<file path="src/rtl/fetch_redirect_unit.sv">
// IF program-counter owner: follows BTB predictions, applies ID-stage mispredict redirects,
// squashes the wrong-path IF/ID slot and keeps saturating branch/mispredict counters.
module fetch_redirect_unit #(
    parameter logic [31:0] RESET_PC = 32'h0000_0000,
    parameter int unsigned CNT_W    = 16
) (
    input  logic             i_clk,
    input  logic             i_rst,
    input  logic             hz_stall,
    input  logic [1:0]       predict,
    input  logic [31:0]      target,
    input  logic             ind_Ctl_branch_in,
    input  logic             MISS,
    input  logic [33:0]      IND_PC_PASS,
    input  logic [31:0]      IND_PC_in,
    output logic [31:0]      o_PC,
    output logic             o_flush_IFID,
    output logic             o_ID_pred_taken,
    output logic [CNT_W-1:0] o_branch_cnt,
    output logic [CNT_W-1:0] o_miss_cnt
);

    typedef enum logic [0:0] {
        StRun,
        StBubble
    } state_e;

    state_e           state_q, state_d;
    logic [31:0]      pc_q, pc_d;
    logic             pred_q, pred_d;
    logic [CNT_W-1:0] branch_cnt_q, branch_cnt_d;
    logic [CNT_W-1:0] miss_cnt_q, miss_cnt_d;

    logic             accept;
    logic             branch_seen;
    logic [31:0]      redirect_pc;
    logic             unused_pass_msb;

    assign unused_pass_msb = IND_PC_PASS[33];

    // In the bubble slot, ID holds the squashed instruction, so its resolution is meaningless.
    assign branch_seen = (state_q == StRun) && !hz_stall && ind_Ctl_branch_in;
    assign accept      = branch_seen && MISS;
    assign redirect_pc = IND_PC_PASS[32] ? IND_PC_PASS[31:0] : IND_PC_in + 32'd4;

    always_comb begin
        state_d      = StRun;
        pc_d         = pc_q;
        pred_d       = pred_q;
        branch_cnt_d = branch_cnt_q;
        miss_cnt_d   = miss_cnt_q;

        if (accept) begin
            state_d = StBubble;
            pc_d    = redirect_pc;
            pred_d  = 1'b0;
        end else if (!hz_stall) begin
            pc_d   = predict[1] ? target : pc_q + 32'd4;
            pred_d = predict[1];
        end

        if (branch_seen && (branch_cnt_q != {CNT_W{1'b1}})) begin
            branch_cnt_d = branch_cnt_q + 1'b1;
        end
        if (accept && (miss_cnt_q != {CNT_W{1'b1}})) begin
            miss_cnt_d = miss_cnt_q + 1'b1;
        end
    end

    always_ff @(posedge i_clk) begin
        if (i_rst) begin
            state_q      <= StRun;
            pc_q         <= RESET_PC;
            pred_q       <= 1'b0;
            branch_cnt_q <= '0;
            miss_cnt_q   <= '0;
        end else begin
            state_q      <= state_d;
            pc_q         <= pc_d;
            pred_q       <= pred_d;
            branch_cnt_q <= branch_cnt_d;
            miss_cnt_q   <= miss_cnt_d;
        end
    end

    assign o_flush_IFID    = accept && !i_rst;
    assign o_PC            = pc_q;
    assign o_ID_pred_taken = pred_q;
    assign o_branch_cnt    = branch_cnt_q;
    assign o_miss_cnt      = miss_cnt_q;

endmodule

</file>
<file path="config.mk">
export PLATFORM = sky130hd
export DESIGN_NAME = fetch_redirect_unit
export DESIGN_NICKNAME = d
export VERILOG_FILES = /design/src/rtl/fetch_redirect_unit.sv
export SDC_FILE = /design/constraint.sdc
export NUM_CORES = 1
export LEC_CHECK = 0
export BUFFER_PORTS_ARGS = -buffer_cell sky130_fd_sc_hd__buf_2
export CAP_MARGIN = 15
export CORE_UTILIZATION = 46
export CTS_CLUSTER_DIAMETER = 30
export CTS_CLUSTER_SIZE = 28
export DETAILED_ROUTE_END_ITERATION = 10
export PLACE_DENSITY = 0.75
export SYNTH_ARGS = -nofsm -noshare
export SYNTH_HDL_FRONTEND = slang
export SYNTH_SLANG_ARGS = --single-unit
</file>
<file path="constraint.sdc">
create_clock -name i_clk -period 2 [get_ports i_clk]
set_input_delay 0.4 -clock i_clk [delete_from_list [all_inputs] [get_ports i_clk]]
set_output_delay 0.4 -clock i_clk [all_outputs]
set_load 0.005 [all_outputs]
</file>
### Yosys cells after proc, flatten, opt, wreduce, memory -nomap -nowiden

Index checks and enable logic that the tools add are counted.

| storage, ports and cells | value |
|---|---|
| word-level logic and storage cells | 27 |
| output and inout bits | 66 |
| register bits after elaboration | 66 |
| input bits | 105 |

| cells by class | value |
|---|---|
| multiplexer cells | 5 |
| add/subtract/negate cells | 4 |
| equality and inequality tests | 3 |
| reductions and logical operators | 9 |
| bitwise logic cells | 1 |

Operators by type and width:

| kind | count |
|---|---|
| $mux 32 | 4 |
| $add 32x3->32 const B | 2 |
| $add 16x1->16 const B | 2 |
| $ne 16x16->1 const B | 2 |
| $logic_and 1x1->1 | 6 |
| $logic_not 1->1 | 2 |
| $ne 2x1->1 const B | 1 |
| $reduce_or 2->1 | 1 |
| $mux 1 | 1 |
| $not 1->1 | 1 |

### Longest topological paths before layout

Gate-level depths: netlist of run 1.

| depth | value |
|---|---|
| depth after elaboration | 5 |
| gate-level depth with buffers | 8 |
| mapped depth without buffers | 7 |

### Least setup slack after synthesis of run 1

OpenSTA, ideal clock, no wires.

| timing path | value |
|---|---|
| path kind | reg2reg |
| start | register pc_q[8], in the netlist o_PC[8] |
| end | register pc_q[27], in the netlist o_PC[27] |
| clock period less this slack | 2.014 ns |
| library setup time | 0.122 ns |
| data arrival time | 1.893 ns |
| path slack | -0.014 ns |
| buffers on the path | 0 |
| stages on the path, launching flop included | 7 |
| data required time | 1.878 ns |
| cell sequence | dfxtp_1 -> nand4_4 -> or4_4 -> nor3_2 -> xnor2_1 -> a211oi_2 -> o311a_1 |

| between the ends | value |
|---|---|
| cells in the longest elaborated chain, start to end | 4 |

RTL lines:

| what | line | text |
|---|---|---|
| start: declaration | 29 | `logic [31:0] pc_q, pc_d;` |
| start signal: assignment | 79 | `pc_q <= pc_d;` |
| $add 32x3->32 | 58 | `pc_d = predict[1] ? target : pc_q + 32'd4;` |
| $mux 32 | 58 |  |
| $mux 32 | 57 | `end else if (!hz_stall) begin` |
| $mux 32 | 53 | `if (accept) begin` |

Every way passes these cells. The select of a mux whose other input is x is not followed.
A chain may end at the register's enable or synchronous reset.

### Worst setup path in the final report of run 1

| timing path | value |
|---|---|
| start | register pc_q[3], in the netlist o_PC[3] |
| end | register pc_q[28], in the netlist o_PC[28] |

Same word-level chain as after synthesis.

==> qor.csv, run 1 <==
metric;value;unit
total CTS buffers;9;
PwrDens;516;nW/µm²
CTS tree;done;
Netlist cell types;53;
Critical Path Start Type;flip-flop;
CTS hold repair buffers;0;
Seq pwr share;0.428;
Ys Warns;0;
Placer Congestion;0.938;
Crit Path Max Fanout;4;
Post-Route Skew;10.4;ps
first-pass detailed-route iteration total;5;
Syn Area/Cell;7.56;µm²
Reg clk slew, reported paths;80;ps
I/O pin total;171;
Period Utilization, post-route;1.01;
Lkg Pwr;2.83;nW
clock sink total;66;
most frequent cells in the layout;buf_2 (168), buf_4 (72), nor2_1 (68);
IO buf count;168;
slack of the critical path;-29.3;ps
Setup Viol. Count Final;1;
hold path start;i_rst;
Skew-Pair Late Insertion Delay;350;ps
initial antenna violation count;2;
P_sw;0.00101;W
Setup CP Type;reg2reg;
Clk pwr share;0.354;
Post-synth EDFFs;0;
Chip Height;102;µm
Root Buffer;clkbuf_8;
first-pass GRT wire length;23900;µm
Achievable Freq;493;MHz
status;complete, but fails checks;
via count;5544;
total core area;9770;µm²
largest area contributor in the netlist;dfxtp_1;
register-to-register path setup slack;-30;ps
VDD IR-drop max;470;µV
Iter 0 DRT Violations;343;
largest net degree at the start of global routing;43;
share of layout cells above drive strength 1;0.349;
total internal power;0.00232;W
detailed placement HPWL;11900;µm
largest cells by area after synthesis;dfxtp_1 (29%), xnor2_1 (9.1%), nor2_1 (5.7%);
WHS Endpoint;o_ID_pred_taken;
Layout area overhead;39.4;%
H-Tree Depth;3;
Comb pwr share;0.217;
CP required;2230;ps
Top FF cell, synth;dfxtp_1;
most common cell after layout, fill and taps aside;buf_2;
Max-Cap Viols;0;
Synth async-reset ratio;0;
failing checks;setup timing;
Post-route DRC;0;
sequential element share of the synthesized area;0.285;
Slew Limit Fails;0;
net count after synthesis;721;
aggregate routed wire length;15800;µm
Synth Instances;612;
Total Nets Final;943;
top cell type's share of synthesized area;0.285;
r2r worst-path depth;7;
grt total ovfl;0;
endpoint kind of the worst setup timing path;flip-flop;
GRT Resource Usage Total;0.293;
Initial Utilization;0.474;
Switching Share;0.303;
Max-slew headroom;0.591;
Hold Crit Depth;2;
vias in the first global route;5046;
RSZ-0062 raised after global routing;true;
Hold Path Class;in2reg;
CTS Buffer Depth;2;
Die X;102;µm
wire length per cell;16.2;µm
fin util;0.660;
Final Hold Vio Count;0;
die area;10500;µm²
Layout fillers;826;
power consumption;0.00333;W
# rows;36;
Period minus WS final;2030;ps
Antenna Nets Post-Route;0;
Syn Std Cell Area;4630;µm²
drt via density;5.69;
Slew @ Worst Pin;613;ps
reg2reg start;o_PC[3];
#FFs+latches synth;66;
Worst EP arrival;2260;ps
Crit Reg-Reg Endpoint;o_PC[28];
[metal layers]
layer | routed length, µm | share of wire | track usage | vias up
met1 | 6670 | 0.42 | 0.368 | 2597
met2 | 7580 | 0.48 | 0.497 | 248
met3 | 1100 | 0.070 | 0.0561 | 45
li1 | - | - | - | 2654
met4 | 412 | 0.026 | 0.112 | 0
met5 | 0 | 0 | 0 | -
[critical path, cell delays in order (launching register included)]
cell	delay, ps
dfxtp_2	360
ha_4	140
nand4_1	200
or4_4	640
nor3_4	200
xnor2_1	160
a211o_1	160
o221ai_2	70
[what timing repair did]
item,CTS,global route
setup buffers,1,6
pin swaps,1,16
endpoints found under the hold margin,0,0
setup endpoints to repair,5,18
gates cloned,0,0
gates resized for setup,2,23
[power groups by stage]
stage	clock network [W]	logic (W)	registers [W]
detailed placement	0	0.000698	0.00145
floorplan	0	0.000321	0.00147
global route	0.00125	0.000787	0.00144
global placement	0	0.000684	0.00145
finish	0.00118	0.000725	0.00143
CTS	0.00118	0.000702	0.00142
[how the worst max path moves through the flow]
stage,startpoint,end,slack (ps),cells past startpoint
after floorplan,o_PC[2],o_PC[26],3,7
after global placement,IND_PC_in[9],o_PC[17],-60,7
after detailed placement,IND_PC_in[8],o_PC[17],-100,7
after CTS,o_PC[2],o_PC[24],20,7
after global routing,o_PC[3],o_PC[28],-110,7
final,o_PC[3],o_PC[28],-30,7
[final cells by class]
type	count	area, µm²	area share
tap	133	166	0.0258
clock inverter	6	65.1	0.0101
timing repair buffer	243	1440	0.223
antenna	2	5.00	0.000776
multi-input combinational	488	3210	0.498
sequential	66	1330	0.206
inverter	26	97.6	0.0151
clock buffer	10	138	0.0213
[synthesized netlist by cell type (all sizes together), types with 2 or more instances]
master   count
a211oi      15
a21o         8
a21oi       24
a221oi       6
a311oi       8
a31oi        5
a32oi        3
and2         2
and3        17
and4         3
buf          3
clkbuf      29
dfxtp       66
ha           4
inv         26
mux2i       11
nand2       55
nand2b       5
nand3       37
nand4       26
nor2        70
nor2b        3
nor3        16
nor4        12
o2111ai      2
o211ai      13
o21a         3
o21ai       38
o31ai        2
or3          4
or4          6
xnor2       48
xor2        30
[cells by family (layout without fill, tap and decap cells)]
group / count (synthesis) / count (layout) / synth area share
and+or+nand+nor: 259 / 259 / 0.287
AOI/OAI and AO/OA: 135 / 135 / 0.195
xor gates and xnor gates: 78 / 78 / 0.148
DFF: 66 / 66 / 0.285
buffers and inverters: 58 / 285 / 0.0470
muxes: 12 / 12 / 0.0262
adders and majority gates: 4 / 4 / 0.0108
other: 0 / 2 / 0
[state kept, by name (all words and copies together), names as in the netlist]
name and count:
state_q 1, o_miss_cnt 16, o_PC 32, o_ID_pred_taken 1, o_branch_cnt 16
[through the flow]
step / cells / hold slack (ps) / worst slack, ps / setup TNS (ps) / area, µm²
after floorplan: 612 / 493 / 3.21 / 0 / 4630
after global placement: 949 / 495 / -60.3 / -104 / 6060
after detailed placement: 949 / 516 / -98.2 / -445 / 6060
after CTS: 966 / 315 / 17.2 / 0 / 6280
after global routing: 973 / 339 / -114 / -631 / 6450
final: 974 / 336 / -29.3 / -29.3 / 6450
Power figures use the tool's default switching activity.
==> run 2, diff against run 1 <==
Settings changed: CTS_BUF_LIST set to sky130_fd_sc_hd__clkbuf_16.
==> qor.csv, run 2 (synthesis results as in run 1) <==
metric;value;unit
pre-CTS setup slack;-98.2;ps
Hold Path Class;in2reg;
aggregate routed wire length;15800;µm
I/O pin total;171;
die area;10500;µm²
via count;5497;
# rows;36;
worst hold slack;354;ps
Root Buffer;clkbuf_16;
total internal power;0.00267;W
PwrDens;574;nW/µm²
Antenna Nets Post-Route;0;
Setup Viol. Count Final;2;
max FFs per register;32;
first-pass detailed-route iteration total;5;
clock sink total;66;
Non-Filler Instances;970;
Slew Limit Fails;0;
Period minus WS final;2080;ps
total CTS buffers;9;
Worst EP arrival;2290;ps
IO buf count;168;
drt via density;5.67;
register-to-register path setup slack;-80;ps
detailed placement HPWL;11900;µm
Comb pwr share;0.193;
power consumption;0.00373;W
CTS Buffer Depth;2;
Placer Congestion;0.938;
RSZ-0062 raised after global routing;true;
Setup CP Type;reg2reg;
Chip Height;102;µm
Seq pwr share;0.383;
Lkg Pwr;2.84;nW
Post-Route Skew;6.36;ps
share of layout cells above drive strength 1;0.346;
Final Hold Vio Count;0;
slack of the critical path;-78.0;ps
Critical Path Start Type;flip-flop;
first-pass GRT wire length;24000;µm
Layout area overhead;40.5;%
Max-Cap Viols;0;
CTS hold repair buffers;0;
Clk pwr share;0.424;
total core area;9770;µm²
Max-slew headroom;0.581;
H-Tree Depth;3;
Total Nets Final;940;
P_sw;0.00106;W
Slew @ Worst Pin;628;ps
VDD IR-drop max;357;µV
grt total ovfl;0;
Die X;102;µm
initial antenna violation count;2;
Total Neg Setup Slack;-104;ps
Post-route DRC;0;
Reg clk slew, reported paths;60;ps
Crit Path Max Fanout;4;
most common cell after layout, fill and taps aside;buf_2;
most frequent cells in the layout;buf_2 (168), buf_4 (69), nor2_1 (68);
GRT Resource Usage Total;0.297;
Iter 0 DRT Violations;341;
largest net degree at the start of global routing;43;
CP required;2220;ps
Initial Utilization;0.474;
endpoint kind of the worst setup timing path;flip-flop;
status;complete, but fails checks;
Switching Share;0.284;
failing checks;setup timing;
CTS tree;done;
Skew-Pair Late Insertion Delay;330;ps
Achievable Freq;481;MHz
wire length per cell;16.2;µm
Period Utilization, post-route;1.04;
dpl cells;949;
vias in the first global route;5056;
-- run 2: worst paths after layout --
| path | startpoint | to | cells after the start |
|---|---|---|---|
| setup / recovery | o_PC[3] | o_PC[28] | 7 |
| setup reg to reg | o_PC[3] | o_PC[28] | 7 |
| hold / removal | i_rst | o_ID_pred_taken | 2 |
| hold reg to reg | o_ID_pred_taken | o_ID_pred_taken | 2 |
-- run 2: what timing repair did --
| action | 4_1_cts | 5_1_grt |
|---|---|---|
| endpoints found under the setup margin | 5 | 16 |
| setup buffers | 1 | 3 |
| resized for setup | 1 | 23 |
| pin swaps | 1 | 14 |
| cloned | 0 | 0 |
-- run 2: power by group through the flow --
stage / sequential, W / clock (W) / combinational, W
final: 0.00143 / 0.00158 / 0.000722
after global routing: 0.00144 / 0.00166 / 0.000785
after CTS: 0.00142 / 0.00159 / 0.000701
after detailed placement: 0.00145 / 0 / 0.000698
after global placement: 0.00145 / 0 / 0.000684
after floorplan: 0.00147 / 0 / 0.000321
-- run 2: stage by stage --
stage,util,area [µm²]
floorplan,-,4630
global placement,0.620,6060
detailed placement,0.620,6060
CTS,0.652,6370
global route,0.665,6500
finish,0.665,6500
-- run 2: final cells by class --
class / instances / area (µm²)
timing repair buffer: 240 / 1420
multi-input combinational: 488 / 3190
clock inverter: 7 / 68.8
tap: 133 / 166
clock buffer: 9 / 225
fill: 820 / 3270
sequential: 66 / 1330
inverter: 26 / 97.6
antenna: 1 / 2.50
-- run 2: metal layers --
layer	vias up	track usage	share of wire
met5	-	0	0.00051
met3	43	0.0499	0.062
met1	2574	0.373	0.43
met2	229	0.496	0.48
met4	2	0.141	0.031
li1	2649	-	-
-- run 2: worst max-delay path: stages, from the launching register on --
cell	delay, ps
dfxtp_2	350
ha_4	140
nand4_1	210
or4_4	640
nor3_4	220
xnor2_1	160
a211o_1	170
o221ai_2	70
==> run 3, diff against run 2 <==
Settings changed: CORE_ASPECT_RATIO set to 0.5, CORE_UTILIZATION 46 to 35, PLACE_DENSITY 0.75 to 0.59.
==> qor.csv, run 3 (synthesis results as in run 1) <==
metric;value;unit
status;complete, no violations;
Total Nets Final;958;
most frequent cells in the layout;buf_2 (168), buf_4 (88), nor2_1 (68);
Die X;165;µm
max FFs per register;32;
Achievable Freq;518;MHz
GRT busiest layer;met2;
Hold Path Class;in2reg;
Skew-Pair Late Insertion Delay;340;ps
Setup CP Type;reg2reg;
vias in the first global route;4984;
GRT met1 Usage;0.331;
Non-Filler Instances;1024;
total core area;12800;µm²
IO buf count;168;
PwrDens;588;nW/µm²
Initial Utilization;0.362;
Period minus WS final;1930;ps
Crit Path Max Fanout;4;
Iter 0 DRT Violations;296;
initial antenna violation count;1;
wire length per cell;15.9;µm
total CTS buffers;9;
Placer Congestion;0.881;
antenna cell count;0;
Final Hold Vio Count;0;
share of layout cells above drive strength 1;0.357;
Chip Height;83.3;µm
GRT Resource Usage Total;0.240;
I/O pin total;171;
endpoint kind of the worst setup timing path;flip-flop;
detailed placement HPWL;12800;µm
Lkg Pwr;2.92;nW
Reg clk slew, reported paths;60;ps
Max-Cap Viols;0;
CP bufs+invs;0;
pre-CTS setup slack;-131;ps
via count;5334;
dpl cells;1004;
grt total ovfl;0;
critical path's slowest cell;or4_4;
Placement Cell Area;6230;µm²
Total Neg Setup Slack;0;ps
CTS Buffer Depth;2;
Layout area overhead;44.2;%
Critical Path Start Type;flip-flop;
GR met3 Demand/Resource;0.0589;
Max-slew headroom;0.655;
slack of the critical path;69.0;ps
fin util;0.523;
die area;13700;µm²
largest net degree at the start of global routing;37;
Setup Viol. Count Final;0;
aggregate routed wire length;16300;µm
# rows;29;
first-pass detailed-route iteration total;6;
VDD IR-drop max;316;µV
M2 GR Usage;0.379;
cell class contributing the biggest share of worst-path delay;simple AND/OR/NAND/NOR gates;
CP peak stage delay;640;ps
Slew Limit Fails;0;
Worst EP arrival;2150;ps
Post-route DRC;0;
CTS tree;done;
Antenna Nets Post-Route;0;
clock sink total;66;
CP required;2220;ps
first-pass GRT wire length;25700;µm
worst path cell trace;nand4_1 > or4_4 > nor3_4 > xnor2_1 > a211oi_2 > o311a_1;
post-route cell area;6670;µm²
drt via density;5.21;
RSZ-0062 raised after global routing;true;
Layout fillers;1286;
most common cell after layout, fill and taps aside;buf_2;
Root Buffer;clkbuf_16;
Post-Route Skew;7.02;ps
Slew @ Worst Pin;515;ps
H-Tree Depth;3;
Period Utilization, post-route;0.966;
-- run 3: per-layer routing --
| layer | vias up | wire length, µm |
|---|---|---|
| li1 | 2684 | - |
| met1 | 2501 | 7790 |
| met2 | 131 | 7410 |
| met3 | 16 | 939 |
| met4 | 2 | 149 |
| met5 | - | 13 |
-- run 3: worst paths after layout --
kind | from | end | slack, ps | depth (start not counted)
setup / recovery | o_PC[13] | o_PC[27] | 70 | 6
hold / removal | target[25] | o_PC[25] | 360 | 3
setup reg to reg | o_PC[13] | o_PC[27] | 70 | 6
hold reg to reg | o_ID_pred_taken | o_ID_pred_taken | 520 | 2
-- run 3: area by class of cell --
| type | instances | area, µm² | area share |
|---|---|---|---|
| inverter | 26 | 97.6 | 0.0146 |
| timing repair buffer | 258 | 1540 | 0.231 |
| multi-input combinational | 488 | 3160 | 0.474 |
| clock inverter | 7 | 98.8 | 0.0148 |
| tap | 170 | 213 | 0.0319 |
| sequential | 66 | 1340 | 0.200 |
| clock buffer | 9 | 225 | 0.0337 |
-- run 3: tightest hold or removal path: cells and delay by family --
family                 cells  cell delay [ps]
multiplexers               1               60
AO/OA/AOI/OAI              1              100
buffers and inverters      1              100
-- run 3: report_power, final --
part	switching, W	total (W)	internal [W]
logic	0.000385	0.000743	0.000358
clock network	0.000648	0.00175	0.00110
registers	0.0000563	0.00143	0.00137
total	0.00109	0.00392	0.00283
-- run 3: timing repair --
action / 4_1_cts / 5_1_grt
hold buffers: 0 / 0
pin swaps: 0 / 10
buffers inserted: 0 / 4
endpoints found under the setup margin: 3 / 13
gates resized for setup: 4 / 18
gates cloned: 0 / 0
-- run 3: through the flow --
step                      hold WS [ps]  power, W
after floorplan                    493   0.00179
after global placement             501   0.00217
after detailed placement           510   0.00218
after CTS                          351   0.00393
after global routing               362   0.00409
final                              363   0.00392
